--- config.mk ---
export PLATFORM = sky130hd
export DESIGN_NAME = fc_layer_seq
export DESIGN_NICKNAME = d
export VERILOG_FILES = /design/src/rtl/fc_layer_seq.sv
export SDC_FILE = /design/constraint.sdc
export NUM_CORES = 2
export LEC_CHECK = 0
export BUFFER_PORTS_ARGS = -buffer_cell sky130_fd_sc_hd__buf_4
export CAP_MARGIN = 20
export CORE_MARGIN = 10
export CORE_UTILIZATION = 40
export CTS_BUF_LIST = sky130_fd_sc_hd__clkbuf_4 sky130_fd_sc_hd__clkbuf_8 sky130_fd_sc_hd__clkbuf_16
export DETAILED_ROUTE_END_ITERATION = 7
export HOLD_SLACK_MARGIN = 0.03
export PLACE_DENSITY = 0.53
export SLEW_MARGIN = 30
export SYNTH_ARGS = -nofsm -noshare
export SYNTH_HDL_FRONTEND = slang
export SYNTH_SLANG_ARGS = --single-unit
--- constraint.sdc ---
create_clock -name clk -period 10.7 [get_ports clk]
set_clock_uncertainty 0.15 [all_clocks]
set_input_delay 1.07 -clock clk [delete_from_list [all_inputs] [get_ports clk]]
set_output_delay 1.07 -clock clk [all_outputs]
set_load 0.02 [all_outputs]
--- src/rtl/fc_layer_seq.sv ---
// fc_layer_seq: sequential fully connected layer with one time-shared MAC.
// Streams in an N_IN-element signed vector and computes N_OUT dot products
// against on-chip weight/bias memories. Each result gets its bias added, is
// arithmetically shifted right by SHIFT and saturated to DW bits, and is then
// streamed out.
// Optional build macro FC_RELU_EN: negative saturated results are clamped to 0.
module fc_layer_seq #(
  parameter int N_IN  = 16,
  parameter int N_OUT = 8,
  parameter int DW    = 8,
  parameter int WW    = 8,
  parameter int BW    = 16,
  parameter int ACC_W = 32,
  parameter int SHIFT = 8,
  localparam int WAW  = $clog2(N_OUT * N_IN),
  localparam int BAW  = (N_OUT > 1) ? $clog2(N_OUT) : 1
) (
  input  logic           clk,
  input  logic           rst_n,
  input  logic           w_we,
  input  logic [WAW-1:0] w_addr,
  input  logic [WW-1:0]  w_data,
  input  logic           b_we,
  input  logic [BAW-1:0] b_addr,
  input  logic [BW-1:0]  b_data,
  output logic           busy,
  input  logic           in_valid,
  output logic           in_ready,
  input  logic [DW-1:0]  in_data,
  output logic           out_valid,
  input  logic           out_ready,
  output logic [DW-1:0]  out_data,
  output logic           out_last
);

  localparam int IW    = $clog2(N_IN);
  localparam int OW    = (N_OUT > 1) ? $clog2(N_OUT) : 1;
  localparam int PW    = DW + WW;
  localparam int DEPTH = N_OUT * N_IN;

  // Saturation bounds of a DW-bit signed value, held at accumulator width.
  localparam logic signed [ACC_W-1:0] SAT_MAX = {{(ACC_W-DW+1){1'b0}}, {(DW-1){1'b1}}};
  localparam logic signed [ACC_W-1:0] SAT_MIN = ~SAT_MAX;

  typedef enum logic [2:0] {IDLE, LOAD, MAC, FINISH, EMIT} state_t;

  state_t                  state;
  logic [IW-1:0]           idx_i;
  logic [OW-1:0]           idx_o;
  logic signed [DW-1:0]    x_buf [N_IN];
  logic signed [WW-1:0]    w_mem [DEPTH];
  logic signed [BW-1:0]    b_mem [N_OUT];
  logic signed [ACC_W-1:0] acc;
  logic [WAW-1:0]          w_idx;
  logic signed [PW-1:0]    prod;
  logic signed [ACC_W-1:0] acc_next;
  logic signed [ACC_W-1:0] res_full;
  logic signed [DW-1:0]    res;
  logic                    in_hs;

  // Sign-extend a full-precision product to accumulator width.
  function automatic logic signed [ACC_W-1:0] sext_prod(input logic signed [PW-1:0] p);
    return ACC_W'(p);
  endfunction

  // Sign-extend a bias word to accumulator width.
  function automatic logic signed [ACC_W-1:0] sext_bias(input logic signed [BW-1:0] b);
    return ACC_W'(b);
  endfunction

  // Clamp a shifted accumulator value into the DW-bit signed range.
  function automatic logic signed [DW-1:0] sat(input logic signed [ACC_W-1:0] v);
    if (v > SAT_MAX) return DW'(SAT_MAX);
    if (v < SAT_MIN) return DW'(SAT_MIN);
    return DW'(v);
  endfunction

  // Optional rectification of the saturated result.
  function automatic logic signed [DW-1:0] relu(input logic signed [DW-1:0] v);
`ifdef FC_RELU_EN
    return v[DW-1] ? '0 : v;
`else
    return v;
`endif
  endfunction

  assign busy     = (state != IDLE);
  assign in_hs    = in_valid && in_ready;
  assign w_idx    = WAW'(int'(idx_o) * N_IN + int'(idx_i));
  assign prod     = PW'(x_buf[idx_i]) * PW'(w_mem[w_idx]);
  // The first term of each dot product starts from zero rather than the old sum.
  assign acc_next = ((idx_i == '0) ? '0 : acc) + sext_prod(prod);
  assign res_full = (acc + sext_bias(b_mem[idx_o])) >>> SHIFT;
  assign res      = relu(sat(res_full));

  // Configuration writes land only while idle so a running vector sees stable coefficients.
  always_ff @(posedge clk) begin
    if (w_we && state == IDLE) w_mem[w_addr] <= w_data;
    if (b_we && state == IDLE) b_mem[b_addr] <= b_data;
  end

  // Input capture and the multiply-accumulate, one term per MAC cycle.
  always_ff @(posedge clk) begin
    if (in_hs) x_buf[idx_i] <= in_data;
    if (state == MAC) acc <= acc_next;
  end

  // Control FSM sequencing load, per-output MAC, finish and emit with registered handshake outputs.
  always_ff @(posedge clk or negedge rst_n) begin
    if (!rst_n) begin
      state     <= IDLE;
      idx_i     <= '0;
      idx_o     <= '0;
      in_ready  <= 1'b0;
      out_valid <= 1'b0;
      out_data  <= '0;
      out_last  <= 1'b0;
    end else begin
      case (state)
        IDLE: begin
          in_ready <= 1'b1;
          if (in_hs) begin
            idx_i <= IW'(1);
            state <= LOAD;
          end
        end
        LOAD: begin
          if (in_hs) begin
            if (idx_i == IW'(N_IN - 1)) begin
              idx_i    <= '0;
              idx_o    <= '0;
              in_ready <= 1'b0;
              state    <= MAC;
            end else begin
              idx_i <= idx_i + IW'(1);
            end
          end
        end
        MAC: begin
          if (idx_i == IW'(N_IN - 1)) begin
            idx_i <= '0;
            state <= FINISH;
          end else begin
            idx_i <= idx_i + IW'(1);
          end
        end
        FINISH: begin
          out_data  <= res;
          out_valid <= 1'b1;
          out_last  <= (idx_o == OW'(N_OUT - 1));
          state     <= EMIT;
        end
        EMIT: begin
          if (out_ready) begin
            out_valid <= 1'b0;
            if (idx_o == OW'(N_OUT - 1)) begin
              idx_o    <= '0;
              in_ready <= 1'b1;
              state    <= IDLE;
            end else begin
              idx_o <= idx_o + OW'(1);
              state <= MAC;
            end
          end
        end
        default: state <= IDLE;
      endcase
    end
  end

endmodule

Yosys cells after proc, flatten, opt, wreduce, memory -nomap -nowiden
Memories as Yosys holds them, arrays and structs flattened.
Index checks and enable logic that the tools add are counted.
{"block": "op_classes", "n_eq_ne": 12, "shift": 0, "n_mul": 1, "order_cmp": 2, "n_reduce_logical": 15, "n_mux": 37, "add_sub_neg": 5, "n_bitwise": 0, "n_div": 0}
{"cell": "adder 32 x 16 -> 32 bit", "count": 1}
{"cell": "adder 32 bit", "count": 1}
{"cell": "two-way mux 32 bit", "count": 1}
{"cell": "two-way mux 8 bit", "count": 4}
{"cell": "two-way mux 3 bit", "count": 9}
{"cell": "> comparator 24 x 8 -> 1 bit (second input constant)", "count": 1}
{"cell": "< comparator 24 x 8 -> 1 bit (second input constant)", "count": 1}
{"cell": "multiplier 8 x 8 -> 16 bit", "count": 1}
{"cell": "case mux 3 bit (5 select lines)", "count": 1}
{"cell": "two-way mux 1 bit", "count": 14}
{"cell": "two-way mux 4 bit", "count": 3}
{"cell": "case mux 4 bit (3 select lines)", "count": 1}
{"cell": "!= test 2 bit (second input constant)", "count": 5}
{"cell": "AND reduction 5 bit", "count": 2}
{"cell": "nonzero test 3 bit", "count": 3}
{"cell": "adder 7 x 4 -> 7 bit", "count": 1}
{"cell": "equality test 3 x 2 -> 1 bit (second input constant)", "count": 2}
{"cell": "equality test 3 bit (second input constant)", "count": 2}
{"cell": "case mux 3 bit (2 select lines)", "count": 1}
{"cell": "adder 4 x 1 -> 4 bit (second input constant)", "count": 1}
{"cell": "equality test 4 bit (second input constant)", "count": 1}
{"cell": "zero test 4 bit", "count": 1}
{"cell": "AND reduction 4 bit", "count": 1}
{"cell": "nonzero test 2 bit", "count": 2}
{"cell": "10 further kinds", "count": 12}
{"block": "totals", "latch_bits": 0, "reg_bits": 53, "memories": 3, "rom_bits": 0, "word_cells": 83, "mem_bits_rw": 1280, "inputBits": 48}
{"memory": "w_mem", "depth": 128, "width": 8, "rd": 1, "rd_ports_with_merged_regs": 0, "write_ports": 1, "line": "51", "rtl": "logic signed [WW-1:0] w_mem [DEPTH];"}
{"memory": "b_mem", "depth": 8, "width": 16, "rd": 1, "rd_ports_with_merged_regs": 0, "write_ports": 1, "line": "52", "rtl": "logic signed [BW-1:0] b_mem [N_OUT];"}
{"memory": "x_buf", "depth": 16, "width": 8, "rd": 1, "rd_ports_with_merged_regs": 0, "write_ports": 1, "line": "50", "rtl": "logic signed [DW-1:0] x_buf [N_IN];"}

Longest topological paths before layout
An unclocked memory read counts as a cell.
{"block": "logic_depth", "word_depth": 7, "ltp_mapped": 39, "ltp_nobuf": 35}

Worst setup path before layout
Ideal clock, no wire load.
{"block": "synth_path", "path_kind": "register -> register", "startpoint": "reg idx_i[0]", "endpoint": "reg acc[31] (data pin)", "synth_period_minus_slack_ns": 9.772, "n_path_buf": 3, "setup_slack_ns": 0.928, "arrival_ns": 9.364, "setup_ns": 0.257, "path_stages_with_launch": 32, "cell_sequence": "dfrtp_1 -> clkbuf_1 -> buf_1 -> mux4_2 -> mux4_2 -> mux4_2 -> mux2i_1 -> or2_2 -> inv_1 -> fa_1 -> inv_1 -> fa_1 -> fa_1 -> inv_1 -> fa_1 -> ha_1 -> a2111oi_2 -> o21ai_0 -> o21ai_0 -> a21oi_2 -> xnor2_2 -> inv_2 -> clkbuf_1 -> ha_1 -> o21a_1 -> nor2_1 -> nor2b_1 -> a31o_2 -> a2111oi_4 -> o32ai_2 -> o41a_1 -> xor2_1"}
{"block": "synth_between", "elab_chain_len": 4}
{"item": "start: declaration", "line": "48", "rtl": "logic [IW-1:0] idx_i;"}
{"item": "start signal: assignment", "line": "135", "rtl": "idx_i <= idx_i + IW'(1);"}
{"item": "start signal: assignment", "line": "144", "rtl": "idx_i <= idx_i + IW'(1);"}
{"item": "adder 7 x 4 -> 7 bit", "line": "89", "rtl": "assign w_idx = WAW'(int'(idx_o) * N_IN + int'(idx_i));"}
{"item": "memory read (128 x 8 bit)"}
{"item": "multiplier 8 x 8 -> 16 bit", "line": "90", "rtl": "assign prod = PW'(x_buf[idx_i]) * PW'(w_mem[w_idx]);"}
{"item": "adder 32 bit *", "line": "92", "rtl": "assign acc_next = ((idx_i == '0) ? '0 : acc) + sext_prod(prod);"}
{"item": "named net acc_next[31]", "line": "56", "rtl": "logic signed [ACC_W-1:0] acc_next;"}
{"item": "end signal: assignment", "line": "105", "rtl": "if (state == MAC) acc <= acc_next;"}
{"item": "end: declaration", "line": "53", "rtl": "logic signed [ACC_W-1:0] acc;"}
The timed path passes the listed nets; every way through them passes the cells marked *.
A chain may end at the register's enable or synchronous reset.

Final worst setup path
Ends and elaborated chain as after synthesis.

==> impl_metrics.tcl <==
set metrics [dict create \
    synthTopCellsByCount "edfxtp_1, mux4_2, nor2_1" \
    ys.flop_type "edfxtp_1" \
    syn_area_mm2 0.0574 \
    synth_area_per_cell_um2 19.1 \
    synth.net_count 3191 \
    syn_inst 2996 \
    maxSlewHeadroom_pct 29.1 \
    final_max_slew_viol_count 0 \
    setup-violations-final 0 \
    core_area_mm2 0.142 \
    crit_top_cell "a21oi_1" \
    worst_slew_pin_slew_ns 1.06 \
    cts_buffers 144 \
    final_nets 3340 \
    syn_to_final_growth_pct 13.7 \
    rsz0062_at_grt "no" \
    wl_mm 136 \
    drc 0 \
    ys_ff_latch 1333 \
    synth_area_leader_cell "edfxtp_1" \
    grt_max_degree 102 \
    seqCellArea_mm2 0.0399 \
    cts.sinks 1333 \
    cts_setup_buffers 0 \
    use_met2_pct 28.8 \
    drtIter0Drc 2478 \
    synth_top_area_share_pct 68.7 \
    arrival_ns 10.37 \
    drive_above_1_share_pct 26.8 \
    synth_warnings 0 \
    dr_total_vias 28629 \
    grt_pass1_vias 30324 \
    insertion_delay_ns 0.78 \
    finalHoldViolCount 0 \
    design_area_mm2 0.0653 \
    slowest_stage "mux4_2" \
    grt_pass1_wl_mm 203 \
    grt.met1_usage_pct 23.3 \
    gp_congestion 0.814 \
    fin_crit_sh_pct 93.6 \
    ys_types 93 \
    ant_nets 0 \
    die_height_um 399 \
    cp_max_fo 59 \
    reg2reg_setup_slack_ns 0.68 \
    required_ns 11.05 \
    critPathKind "reg -> reg" \
    cp-start-kind "register" \
    multiInputGateArea_mm2 0.0166 \
    maxCapViolCount 0 \
    synth_enable_flop_cells 1312 \
    fillers 11912 \
    cts_tree "yes" \
    antenna_found_initial 3 \
    num_io_pins 60 \
    hpwlAfterDp_mm 87.2 \
    h-tree-depth 4 \
    fin_setup_tns_ns 0 \
    cpPeakStageDelay_ns 0.59 \
    clockRootBuffer "clkbuf_16" \
    yosysMostFrequentCell "edfxtp_1" \
    critPathCaptureType "register" \
    hold_path.class "reg -> reg" \
    wl_per_cell_um 26.4 \
    max_freq_mhz 99.8 \
    clock_path_buffers 3 \
    dpl_cell_area_mm2 0.0604 \
    grt_use_met3_pct 2.96 \
    n_antenna_cell 0 \
    yosys-top-cells-area "edfxtp_1, mux4_2, ha_1" \
    die_w_um 399 \
    status "complete, no violations" \
    final_util_pct 45.9 \
    firstDrtPassIters 7 \
    grt.total_usage_pct 17.2 \
    num_rows 138 \
    die_area_mm2 0.159 \
    grt-ovfl-total 0 \
    path_clk_slew_ns 0.06 \
    synthArstFlopShare_pct 1.58 \
    min_period_ns 10.02 \
    vias_per_cell 5.57 \
    grt.busiest_layer "met2" \
    ys_seq_area_share_pct 69.6 \
    io_buffers 59 \
    start_util_pct 40.4 \
]
==> cell type report <==
type                       count  area share (%)
inverter                     107           0.616
sequential                  1333            61.2
clock inverter                70            1.20
tap                         1890            3.62
clock buffer                 185            6.01
multi-input combinational   1424            25.5
timing repair buffer         135            1.86
==> repair_timing <==
action                    in CTS  in global routing
resized for setup              0                  0
hold buffers                   1                  0
hold endpoints to repair       8                  0
==> worst paths after layout <==
path / startpoint / to / cells past startpoint
min in group asynchronous: rst_n / out_data[0] / 2
setup / recovery: idx_i[0] / acc[31] / 34
setup reg to reg: idx_i[0] / acc[31] / 34
hold / removal: out_last / out_last / 2
max in group asynchronous: rst_n / idx_i[3] / 2
hold reg to reg: out_last / out_last / 2
==> routing by layer <==
layer / up-vias / part of all wire (%)
li1: 12419 / -
met1: 15355 / 43
met2: 682 / 50
met3: 171 / 4.3
met4: 2 / 2.2
met5: - / 0.0096
==> sequential cells by signal, summed over array words and instances (netlist names) <==
name       flops
state          3
idx_i          4
acc           32
b_mem        128
out_data       8
x_buf        128
in_ready       1
w_mem       1024
out_valid      1
idx_o          3
out_last       1
==> cells by family after synthesis <==
| family | after synthesis | synth area share (%) |
|---|---|---|
| buffers and inverters | 239 | 1.69 |
| muxes | 449 | 16.6 |
| and+or+nand+nor | 520 | 4.29 |
| xor gates and xnor gates | 66 | 1.05 |
| adders and majority gates | 147 | 3.94 |
| DFF | 1333 | 69.6 |
| AOI/OAI and AO/OA | 242 | 2.87 |
==> cell usage in the layout, fill, tap and decap left out, drive strengths merged, types with 25 or more instances in the layout <==
master	synthesis	routed
a21oi	73	73
clkbuf	67	185
clkinv	0	52
o21ai	54	54
inv	107	114
edfxtp	1312	1312
mux4	398	398
fa	56	56
mux2	25	25
nor2	245	245
and2	32	32
buf	64	134
nand2	83	83
xnor2	47	47
ha	91	91
mux2i	26	26
==> critical path: cells and delay by family, from the launching register on <==
family	cells	cell delay, ns
simple gates	1	0.07
mux	4	1.98
flops	1	0.50
compound gates	16	3.17
fa+ha+maj	6	2.53
xor+xnor	2	0.32
buf+inv	5	0.92
==> per-stage QoR <==
step                      instances  worst slack [ns]  hold WS [ns]
after CTS                      5143             0.729         0.317
after global placement         4885             0.778         0.319
after floorplan                2996             0.928         0.430
after global routing           5144             0.120         0.326
after detailed placement       4887             0.771         0.320
final                          5144             0.683         0.323
Power is left out: the tool's default activity adds up to more than one toggle a clock period on the data nets, which glitch-free logic cannot reach.
